===== src/rtl/core_bus_arb_pkg.sv =====
`default_nettype none
// ============================================================================
// Module      : core_bus_arb_pkg
// Description : Shared state encodings, timeout default and bus RW codes.
// Revision    : 1.0 - initial release
// ============================================================================
package core_bus_arb_pkg;

    localparam int  TIMEOUT_DEFAULT = 255;
    localparam int  BUS_W           = 32;
    localparam int  WDT_W           = 8;

    localparam logic RW_READ  = 1'b0;
    localparam logic RW_WRITE = 1'b1;

    typedef enum logic [1:0] {
        ST_IDLE   = 2'd0,
        ST_GNT_IF = 2'd1,
        ST_GNT_EX = 2'd2
    } arb_state_t;

endpackage : core_bus_arb_pkg
`default_nettype wire


===== src/rtl/core_bus_wdt.sv =====
`default_nettype none
// ============================================================================
// Module      : core_bus_wdt
// Description : Bus wait counter; flags expiry once TIMEOUT waits have elapsed.
// Revision    : 1.0 - initial release
// ============================================================================
module core_bus_wdt
    import core_bus_arb_pkg::*;
#(
    parameter int TIMEOUT = TIMEOUT_DEFAULT
) (
    input  logic clk,
    input  logic rst,
    input  logic clr,
    input  logic en,
    output logic expired
);

    localparam logic [WDT_W-1:0] LIMIT = WDT_W'(TIMEOUT);

    logic [WDT_W-1:0] cnt_q;
    logic [WDT_W-1:0] cnt_d;

    assign expired = (cnt_q == LIMIT);

    // Saturates at the limit so a stuck enable can never wrap back to zero.
    always_comb begin
        cnt_d = cnt_q;
        if (clr) begin
            cnt_d = '0;
        end else if (en && !expired) begin
            cnt_d = cnt_q + 1'b1;
        end
    end

    always_ff @(posedge clk or negedge rst) begin
        if (!rst) begin
            cnt_q <= '0;
        end else begin
            cnt_q <= cnt_d;
        end
    end

endmodule : core_bus_wdt
`default_nettype wire


===== src/rtl/core_bus_arb.sv =====
`default_nettype none
// ============================================================================
// Module      : core_bus_arb
// Description : Fixed-priority (EX over IF) non-preemptive memory bus arbiter.
// Revision    : 1.0 - initial release
// ============================================================================
module core_bus_arb
    import core_bus_arb_pkg::*;
#(
    parameter int TIMEOUT = TIMEOUT_DEFAULT
) (
    input  logic             clk,
    input  logic             rst,
    input  logic             if_req_in,
    input  logic [BUS_W-1:0] if_addr_in,
    output logic [BUS_W-1:0] if_data_out,
    output logic             if_valid_out,
    input  logic             ex_req_in,
    input  logic             ex_rw_in,
    input  logic [BUS_W-1:0] ex_addr_in,
    input  logic [BUS_W-1:0] ex_data_in,
    output logic [BUS_W-1:0] ex_data_out,
    output logic             ex_valid_out,
    output logic             bus_req_out,
    output logic             bus_rw_out,
    output logic [BUS_W-1:0] bus_addr_out,
    output logic [BUS_W-1:0] bus_data_out,
    input  logic [BUS_W-1:0] bus_data_in,
    input  logic             bus_ack_in,
    output logic             hold_flag_out,
    output logic             err_out
);

    arb_state_t       state_q,    state_d;
    logic             bus_req_q,  bus_req_d;
    logic             bus_rw_q,   bus_rw_d;
    logic [BUS_W-1:0] bus_addr_q, bus_addr_d;
    logic [BUS_W-1:0] bus_data_q, bus_data_d;
    logic [BUS_W-1:0] if_data_q,  if_data_d;
    logic             if_valid_q, if_valid_d;
    logic [BUS_W-1:0] ex_data_q,  ex_data_d;
    logic             ex_valid_q, ex_valid_d;
    logic             err_q,      err_d;

    logic             wdt_clr;
    logic             wdt_en;
    logic             wdt_expired;
    logic             unused_addr_lsbs;

    // Bus is word addressed; byte offsets are dropped on the way out.
    assign unused_addr_lsbs = ^{if_addr_in[1:0], ex_addr_in[1:0]};

    assign wdt_clr = (state_q == ST_IDLE);
    assign wdt_en  = (state_q != ST_IDLE) && !bus_ack_in;

    core_bus_wdt #(
        .TIMEOUT (TIMEOUT)
    ) u_wdt (
        .clk     (clk),
        .rst     (rst),
        .clr     (wdt_clr),
        .en      (wdt_en),
        .expired (wdt_expired)
    );

    always_comb begin
        state_d    = state_q;
        bus_req_d  = bus_req_q;
        bus_rw_d   = bus_rw_q;
        bus_addr_d = bus_addr_q;
        bus_data_d = bus_data_q;
        if_data_d  = if_data_q;
        if_valid_d = 1'b0;
        ex_data_d  = ex_data_q;
        ex_valid_d = 1'b0;
        err_d      = err_q;

        case (state_q)
            ST_IDLE: begin
                // A requester is still presenting the finished access during
                // its valid cycle, so it is masked to avoid a double issue.
                if (ex_req_in && !ex_valid_q) begin
                    state_d    = ST_GNT_EX;
                    bus_req_d  = 1'b1;
                    bus_rw_d   = ex_rw_in;
                    bus_addr_d = {ex_addr_in[BUS_W-1:2], 2'b00};
                    bus_data_d = (ex_rw_in == RW_WRITE) ? ex_data_in : '0;
                end else if (if_req_in && !if_valid_q) begin
                    state_d    = ST_GNT_IF;
                    bus_req_d  = 1'b1;
                    bus_rw_d   = RW_READ;
                    bus_addr_d = {if_addr_in[BUS_W-1:2], 2'b00};
                    bus_data_d = '0;
                end
            end
            ST_GNT_IF, ST_GNT_EX: begin
                if (bus_ack_in || wdt_expired) begin
                    state_d    = ST_IDLE;
                    bus_req_d  = 1'b0;
                    bus_rw_d   = 1'b0;
                    bus_addr_d = '0;
                    bus_data_d = '0;
                    if (!bus_ack_in) begin
                        err_d = 1'b1;
                    end
                    if (state_q == ST_GNT_IF) begin
                        if_valid_d = 1'b1;
                        if_data_d  = bus_ack_in ? bus_data_in : '0;
                    end else begin
                        ex_valid_d = 1'b1;
                        if (!bus_ack_in) begin
                            ex_data_d = '0;
                        end else if (bus_rw_q == RW_READ) begin
                            ex_data_d = bus_data_in;
                        end
                    end
                end
            end
            default: begin
                state_d = ST_IDLE;
            end
        endcase
    end

    always_ff @(posedge clk or negedge rst) begin
        if (!rst) begin
            state_q    <= ST_IDLE;
            bus_req_q  <= 1'b0;
            bus_rw_q   <= 1'b0;
            bus_addr_q <= '0;
            bus_data_q <= '0;
            if_data_q  <= '0;
            if_valid_q <= 1'b0;
            ex_data_q  <= '0;
            ex_valid_q <= 1'b0;
            err_q      <= 1'b0;
        end else begin
            state_q    <= state_d;
            bus_req_q  <= bus_req_d;
            bus_rw_q   <= bus_rw_d;
            bus_addr_q <= bus_addr_d;
            bus_data_q <= bus_data_d;
            if_data_q  <= if_data_d;
            if_valid_q <= if_valid_d;
            ex_data_q  <= ex_data_d;
            ex_valid_q <= ex_valid_d;
            err_q      <= err_d;
        end
    end

    assign bus_req_out   = bus_req_q;
    assign bus_rw_out    = bus_rw_q;
    assign bus_addr_out  = bus_addr_q;
    assign bus_data_out  = bus_data_q;
    assign if_data_out   = if_data_q;
    assign if_valid_out  = if_valid_q;
    assign ex_data_out   = ex_data_q;
    assign ex_valid_out  = ex_valid_q;
    assign err_out       = err_q;
    assign hold_flag_out = (ex_req_in & ~ex_valid_q) | (if_req_in & ~if_valid_q);

endmodule : core_bus_arb
`default_nettype wire


===== config.mk =====
export PLATFORM = sky130hd
export DESIGN_NAME = core_bus_arb
export DESIGN_NICKNAME = d
export VERILOG_FILES = /design/src/rtl/core_bus_arb_pkg.sv /design/src/rtl/core_bus_wdt.sv /design/src/rtl/core_bus_arb.sv
export SDC_FILE = /design/constraint.sdc
export NUM_CORES = 1
export LEC_CHECK = 0
export ABC_AREA = 1
export BUFFER_PORTS_ARGS = -buffer_cell sky130_fd_sc_hd__buf_2
export CORE_UTILIZATION = 40
export CTS_CLUSTER_SIZE = 14
export DETAILED_ROUTE_END_ITERATION = 6
export GPL_TIMING_DRIVEN = 0
export PLACE_DENSITY = 0.69
export SKIP_CTS_REPAIR_TIMING = 1
export SYNTH_ARGS = -nofsm -noshare
export SYNTH_HDL_FRONTEND = slang
export SYNTH_HIERARCHICAL = 1
export SYNTH_SLANG_ARGS = --single-unit

===== constraint.sdc =====
create_clock -name clk -period 2.15 [get_ports clk]
set_input_delay 0.1075 -clock clk [delete_from_list [all_inputs] [get_ports clk]]
set_output_delay 0.1075 -clock clk [all_outputs]
set_load 0.01 [all_outputs]

==> metrics.md, run 1 <==
| Metric | Value |
|---|---|
| Outcome | finished, violations left |
| Failing checks | negative hold slack |
| WHS | -0.0213 ns |
| Max incr delay on CP | 0.39 ns |
| TritonCTS clock tree | built |
| Avg WL per Cell | 14.2 um |
| Cells after synthesis | just under 800 |
| Initial antenna violation count | 1 |
| I/O pin count | between 200 and 300 |
| Worst-Margin Slew | 0.576 ns |
| FF+latch area | 3530 um^2 |
| Slew Viols, Final | 0 |
| PD cells | 1460 nW/um^2 |
| CP bufs+invs | 2 |
| CP Launch Type | flop |
| Distinct cells, synth | 27 |
| Req. time, crit path | 2.50 ns |
| Top cells by area, synth | dfrtp_1 (55%), nand2_1 (21%), o21ai_0 (4.1%), nor3b_1 (3.7%), nand3_1 (3.0%) |
| First-pass GRT wire length | 28,200 um |
| Worst path depth | 12 |
| Pre-CTS WS | approximately 0.18 ns |
| Setup crit end | bus_addr_out[6] |
| Final #Nets | about 1,200 |
| Crit. Startpoint | u_wdt/cnt_q[1] |
| CTS max path bufs | 2 |
| R2R Setup Slk | 0.20 ns |
| Overflow left after global routing | 0 |
| Pin count of the biggest net entering global routing | 84 |
| Sequential area share after synthesis | 0.550 |
| Final wirelength | between 15,000 and 20,000 um |
| DRT Pass-1 Iters | 5 |
| Most frequent CP cell | nand2_1 |
| CP arrival | 2.31 ns |
| Worst slew margin | 0.616 |
| Tot GR Track Use | 0.220 |
| Crit. End Element | flop |
| Port Buffer Count | 260 |
| Layout Skew | 0.00696 ns |
| Final setup margin | 0.198 ns |
| Vias | 6,138 |
| Share of layout cells above drive strength 1 | 0.316 |
| Core area | 15,400 um^2 |
| Die area | 16,500 um^2 |
| Setup violations, final | 0 |
| Clock transition at path regs | 0.06 ns |
| Peak VDD IR | 0.000652 V |
| Critical path fanouts, max | 10 |
| Max_cap viols | 0 |
| Post-route DRC | 0 |
| Row cnt | 45 |
| Yosys top cell area share | 0.550 |
| Post-DP HPWL | 13,300 um |
| CP delay by family, top | simple AND/OR/NAND/NOR gates |
| Layout fillers | 1,446 |
| Die height | about 130 um |
| LEAKAGE | 0.00489 uW |
| Placer Congestion | 0.808 |
| Placed cell count | roughly 1,200 |
| Hold crit path type | in2reg |
| Number of synthesized register bits | 141 |
| Area Overhead vs Synth | 37.4% |
| CP max stage cell | dfrtp_1 |
| Worst reg2reg startpoint | u_wdt/cnt_q[1] |
| Root cell of the clock tree | clkbuf_16 |
| Post-synthesis cell area | 6410 um^2 |
| Clock sinks | 141 |
| Starting Density | 0.416 |
| Fin. Hold Viols | 14 |
| Total Power | about 13,000 uW |
| Die width | roughly 130 um |
| Multi-input gate area | about 2500 um^2 |
| Fin crit period | 1.95 ns |
| Yosys top cell by area | dfrtp_1 |
| Synthesized area per cell | 8.34 um^2 |
| Fin crit share | 0.908 |
| R2r worst-path depth | 12 |
| Clock Latency Late Sink | 0.41 ns |
| H-tree depth | 4 |
| Synth warnings | 6 |
| ANT nets after route | 0 |
| Max Freq | 0.512 GHz |
| DR vias/cell | 4.74 |
| R2r endpoint | bus_addr_out[6] |
| Worst-path cell chain | ha_1, nand2_2, nor2_4, nand2_4, inv_1, nor2_1, nand2_1, nand2_1, nor2_4, clkbuf_4, nand2_1, nand2_1 |
| Total CTS buffers | 17 |
| WS Path Type | reg2reg |
| Vias in the first global route | 5,567 |
| Starting DRT DRC Count | 377 |
| Final non-filler cell total | 1,294 |
==> per-layer routing <==
| metal | wire length (um) | global-route usage |
|---|---|---|
| met1 | 8010 | 0.291 |
| met2 | 8810 | 0.349 |
| met3 | 982 | 0.0424 |
| met4 | 580 | 0.104 |
| met5 | 0 | 0 |
==> registers in the layout (all words and copies together) (netlist names) <==
register      cells
bus_data_out     32
ex_data_out      32
ex_valid_out      1
err_out           1
bus_addr_out     30
bus_rw_out        1
if_data_out      32
bus_req_out       1
state_q           2
if_valid_out      1
u_wdt/cnt_q       8
==> per-stage QoR <==
| stage | TNS (ns) | hold WS, ns | utilization | cell area (um^2) |
|---|---|---|---|---|
| finish | 0 | -0.0213 | 0.571 | 8820 |
| global route | -0.0109 | 0.00126 | 0.571 | 8820 |
| CTS | 0 | -0.319 | 0.558 | 8610 |
| detailed placement | 0 | 0.124 | 0.520 | 8020 |
| global placement | -148.56 | 0.389 | 0.518 | 7980 |
| floorplan | 0 | -0.188 | - | 6420 |
==> worst reg2reg max path: stages, from the launching register on <==
cell	delay (ns)
dfrtp_1	0.39
ha_1	0.20
nand2_2	0.09
nor2_4	0.17
nand2_4	0.08
inv_1	0.11
nor2_1	0.05
nand2_1	0.07
nand2_1	0.09
nor2_4	0.22
clkbuf_4	0.27
nand2_1	0.10
nand2_1	0.06
==> report_power, final <==
group	switching (uW)	leakage, uW	internal (uW)
logic	3540	0.00275	2110
registers	554	0.00186	3730
clock network	1100	0.000278	1840
total	5190	0.00489	7690
==> area by class of cell <==
class / count / area share
Antenna cell: 1 / 0.000284
Timing Repair Buffer: 281 / 0.174
Clock buffer: 20 / 0.0507
Sequential cell: 141 / 0.400
Buffer: 51 / 0.0376
Inverter: 19 / 0.00866
Multi-Input combinational cell: 559 / 0.283
Tap cell: 211 / 0.0299
Clock inverter: 11 / 0.0163
==> cell families after synthesis <==
logic type	share of synthesized area
simple gates	0.298
flops	0.550
compound gates	0.0821
buf+inv	0.0620
fa+ha+maj	0.00585
xor+xnor	0.00137
other cells	0.000585
==> synthesized netlist by cell type <==
cell type    n
nand2_1    351
dfrtp_1    141
o21ai_0     53
nand3_1     39
a21oi_1     33
nor3b_1     32
buf_2       20
inv_1       17
o21ai_1     16
clkbuf_1    13
nor2_1      13
buf_6       10
buf_4        8
ha_1         3
nand2_2      3
nand2_4      3
nand4_1      2
nor2_4       2
nor3_1       2
a21o_1       1
clkinv_4     1
conb_1       1
inv_2        1
nor2_2       1
o21ai_2      1
or2_1        1
xor2_1       1
==> worst min path at each step <==
stage / from / end / cells after the start
final: bus_data_in[14] / if_data_out[14] / 3
after global routing: bus_data_in[9] / ex_data_out[9] / 3
after CTS: rst / bus_data_out[20] / 1
after detailed placement: rst / bus_data_out[20] / 1
after global placement: bus_data_in[19] / if_data_out[19] / 3
after floorplan: rst / bus_addr_out[10] / 0
==> cells in the final DEF (no fill, tap or decap), drive strengths merged <==
| master | netlist | routed |
|---|---|---|
| clkbuf | 13 | 37 |
| diode | 0 | 1 |
| nor3 | 2 | 2 |
| inv | 18 | 18 |
| bufinv | 0 | 3 |
| ha | 3 | 3 |
| nand4 | 2 | 2 |
| clkinvlp | 0 | 4 |
| nor2 | 16 | 16 |
| clkinv | 1 | 5 |
| a21oi | 33 | 33 |
| or2 | 1 | 1 |
| dlygate4sd3 | 0 | 18 |
| buf | 38 | 297 |
| o21ai | 70 | 70 |
| dfrtp | 141 | 141 |
| xor2 | 1 | 1 |
| nor3b | 32 | 32 |
| nand3 | 39 | 39 |
| conb | 1 | 2 |
| nand2 | 357 | 357 |
| a21o | 1 | 1 |
No activity file was read; power rests on OpenSTA's default activity.
==> inputs of run 2 (changes only) <==
Settings changed: BUFFER_PORTS_ARGS -buffer_cell sky130_fd_sc_hd__buf_2 to -buffer_cell sky130_fd_sc_hd__clkbuf_2.
==> metrics.md, run 2 (synthesis results as in run 1) <==
| Metric | Value |
|---|---|
| Fin. Hold Viols | 4 |
| Placer Congestion | ~0.8 |
| Fin crit period | 1.96 ns |
| Die width | roughly 130 um |
| Clock transition at path regs | 0.06 ns |
| Avg WL per Cell | 14.1 um |
| Max incr delay on CP | 0.38 ns |
| Pin count of the biggest net entering global routing | 88 |
| Placed cell count | 1,242 |
| Area Overhead vs Synth | 39.8% |
| Post-route cell area | about 9000 um^2 |
| DR vias/cell | 4.79 |
| ANT nets after route | 0 |
| Outcome | finished, violations left |
| Hold crit path type | in2reg |
| WS Path Type | reg2reg |
| Total CTS buffers | 17 |
| Sw Share | 0.403 |
| Most frequent cells in the layout | nand2_1 (351), clkbuf_2 (260), dfrtp_1 (141) |
| Max Freq | 0.510 GHz |
| Row cnt | 45 |
| Post-route DRC | 0 |
| Core area | between 15,000 and 20,000 um^2 |
| Vias in the first global route | 5,573 |
| Peak VDD IR | 0.000623 V |
| DP Area | 8020 um^2 |
| LEAKAGE | 0.00492 uW |
| Max_cap viols | 0 |
| Post-DP HPWL | 13,300 um |
| DRT Pass-1 Iters | 4 |
| Die area | about 17,000 um^2 |
| First-pass GRT wire length | 28,000 um |
| Worst-path cell chain | ha_1, nand2_2, nor2_4, nand2_4, inv_1, nor2_1, nand2_1, nand2_1, nor2_4, clkbuf_4, nand2_1, nand2_1 |
| ANT cells | 0 |
| CP arrival | 2.33 ns |
| Reg power frac | 0.333 |
| Tot GR Track Use | 0.220 |
| WHS | -0.0271 ns |
| Final wirelength | 18,400 um |
| Final non-filler cell total | 1,305 |
| Final #Nets | 1,218 |
| Commonest non-fill, non-tap cell in the layout | nand2_1 |
| Clock power share | 0.240 |
| Most frequent CP cell | nand2_1 |
| Vias | 6,251 |
| Root cell of the clock tree | clkbuf_16 |
| Initial antenna violation count | 0 |
| H-tree depth | 4 |
| Layout Skew | 0.00914 ns |
| Starting DRT DRC Count | 388 |
| Sw Pwr | 5250 uW |
| Overflow left after global routing | 0 |
| Cell internal pwr | 7780 uW |
| Final setup margin | 0.188 ns |
| Share of layout cells above drive strength 1 | 0.313 |
| Crit. Startpoint | u_wdt/cnt_q[1] |
| Total Power | 13,000 uW |
| TritonCTS clock tree | built |
| CP Launch Type | flop |
| Unrepaired setup endpoints after global routing | true |
| PD cells | 1450 nW/um^2 |
| Fin crit share | 0.913 |
| Port Buffer Count | 260 |
| Starting Density | 0.416 |
| Setup violations, final | 0 |
| CTS max path bufs | 2 |
| Failing checks | negative hold slack |
| Slew Viols, Final | 0 |
| Req. time, crit path | ~2.5 ns |
| CP bufs+invs | 2 |
| Pre-CTS WS | 0.153 ns |
| Crit. End Element | flop |
| I/O pin count | ~270 |
| Die height | 129 um |
| Clock Latency Late Sink | 0.42 ns |
| Worst Hold Launch | bus_data_in[16] |
| Combinational share of power | 0.427 |
| Critical path fanouts, max | 10 |
| Worst reg2reg startpoint | u_wdt/cnt_q[1] |
| CP max stage cell | dfrtp_1 |
| CP delay by family, top | simple AND/OR/NAND/NOR gates |
| Clock sinks | 141 |
run 2: power by group through the flow:
stage	Sequential (uW)	Clock [uW]	Combinational, uW
after global routing	4460	3300	6250
after global placement	4330	0	5480
after detailed placement	4350	0	5550
after floorplan	4790	0	2870
final	4340	3120	5570
after CTS	4340	3190	5550
run 2: cell type report:
cell class,instances,area (um^2)
fill,1434,6460
clock buffer,20,447
sequential,141,3530
tap,211,264
timing repair buffer,292,1650
buffer,51,328
inverter,19,76.3
multi-input combinational,559,2490
clock inverter,12,184
run 2: stage by stage:
| stage | setup TNS (ns) | util |
|---|---|---|
| finish | 0 | 0.581 |
| global route | -0.0138 | 0.581 |
| CTS | 0 | 0.561 |
| detailed placement | 0 | 0.520 |
| global placement | -199.30 | 0.518 |
| floorplan | 0 | - |
run 2: worst reg2reg max path, cell delays in order, from the launching register on:
cell and delay (ns):
dfrtp_1 0.38, ha_1 0.19, nand2_2 0.09, nor2_4 0.17, nand2_4 0.08, inv_1 0.11
nor2_1 0.05, nand2_1 0.07, nand2_1 0.09, nor2_4 0.25, clkbuf_4 0.27, nand2_1 0.10
nand2_1 0.06
run 2: worst paths after layout:
path	to	slack, ns	cells past startpoint
worst max-delay path	bus_addr_out[6]	0.19	12
worst min-delay path	ex_data_out[16]	-0.03	3
worst max register to register	bus_addr_out[6]	0.19	12
worst min register to register	err_out	0.45	1
max in group asynchronous	if_data_out[6]	1.16	3
min in group asynchronous	bus_data_out[20]	0.21	2
run 2: per-layer routing:
| layer | vias to the layer above | global-route usage | wire length (um) |
|---|---|---|---|
| li1 | 3087 | - | - |
| met1 | 2904 | 0.285 | 8040 |
| met2 | 217 | 0.350 | 8750 |
| met3 | 43 | 0.0620 | 1030 |
| met4 | 0 | 0.0879 | 571 |
| met5 | - | 0 | 0 |
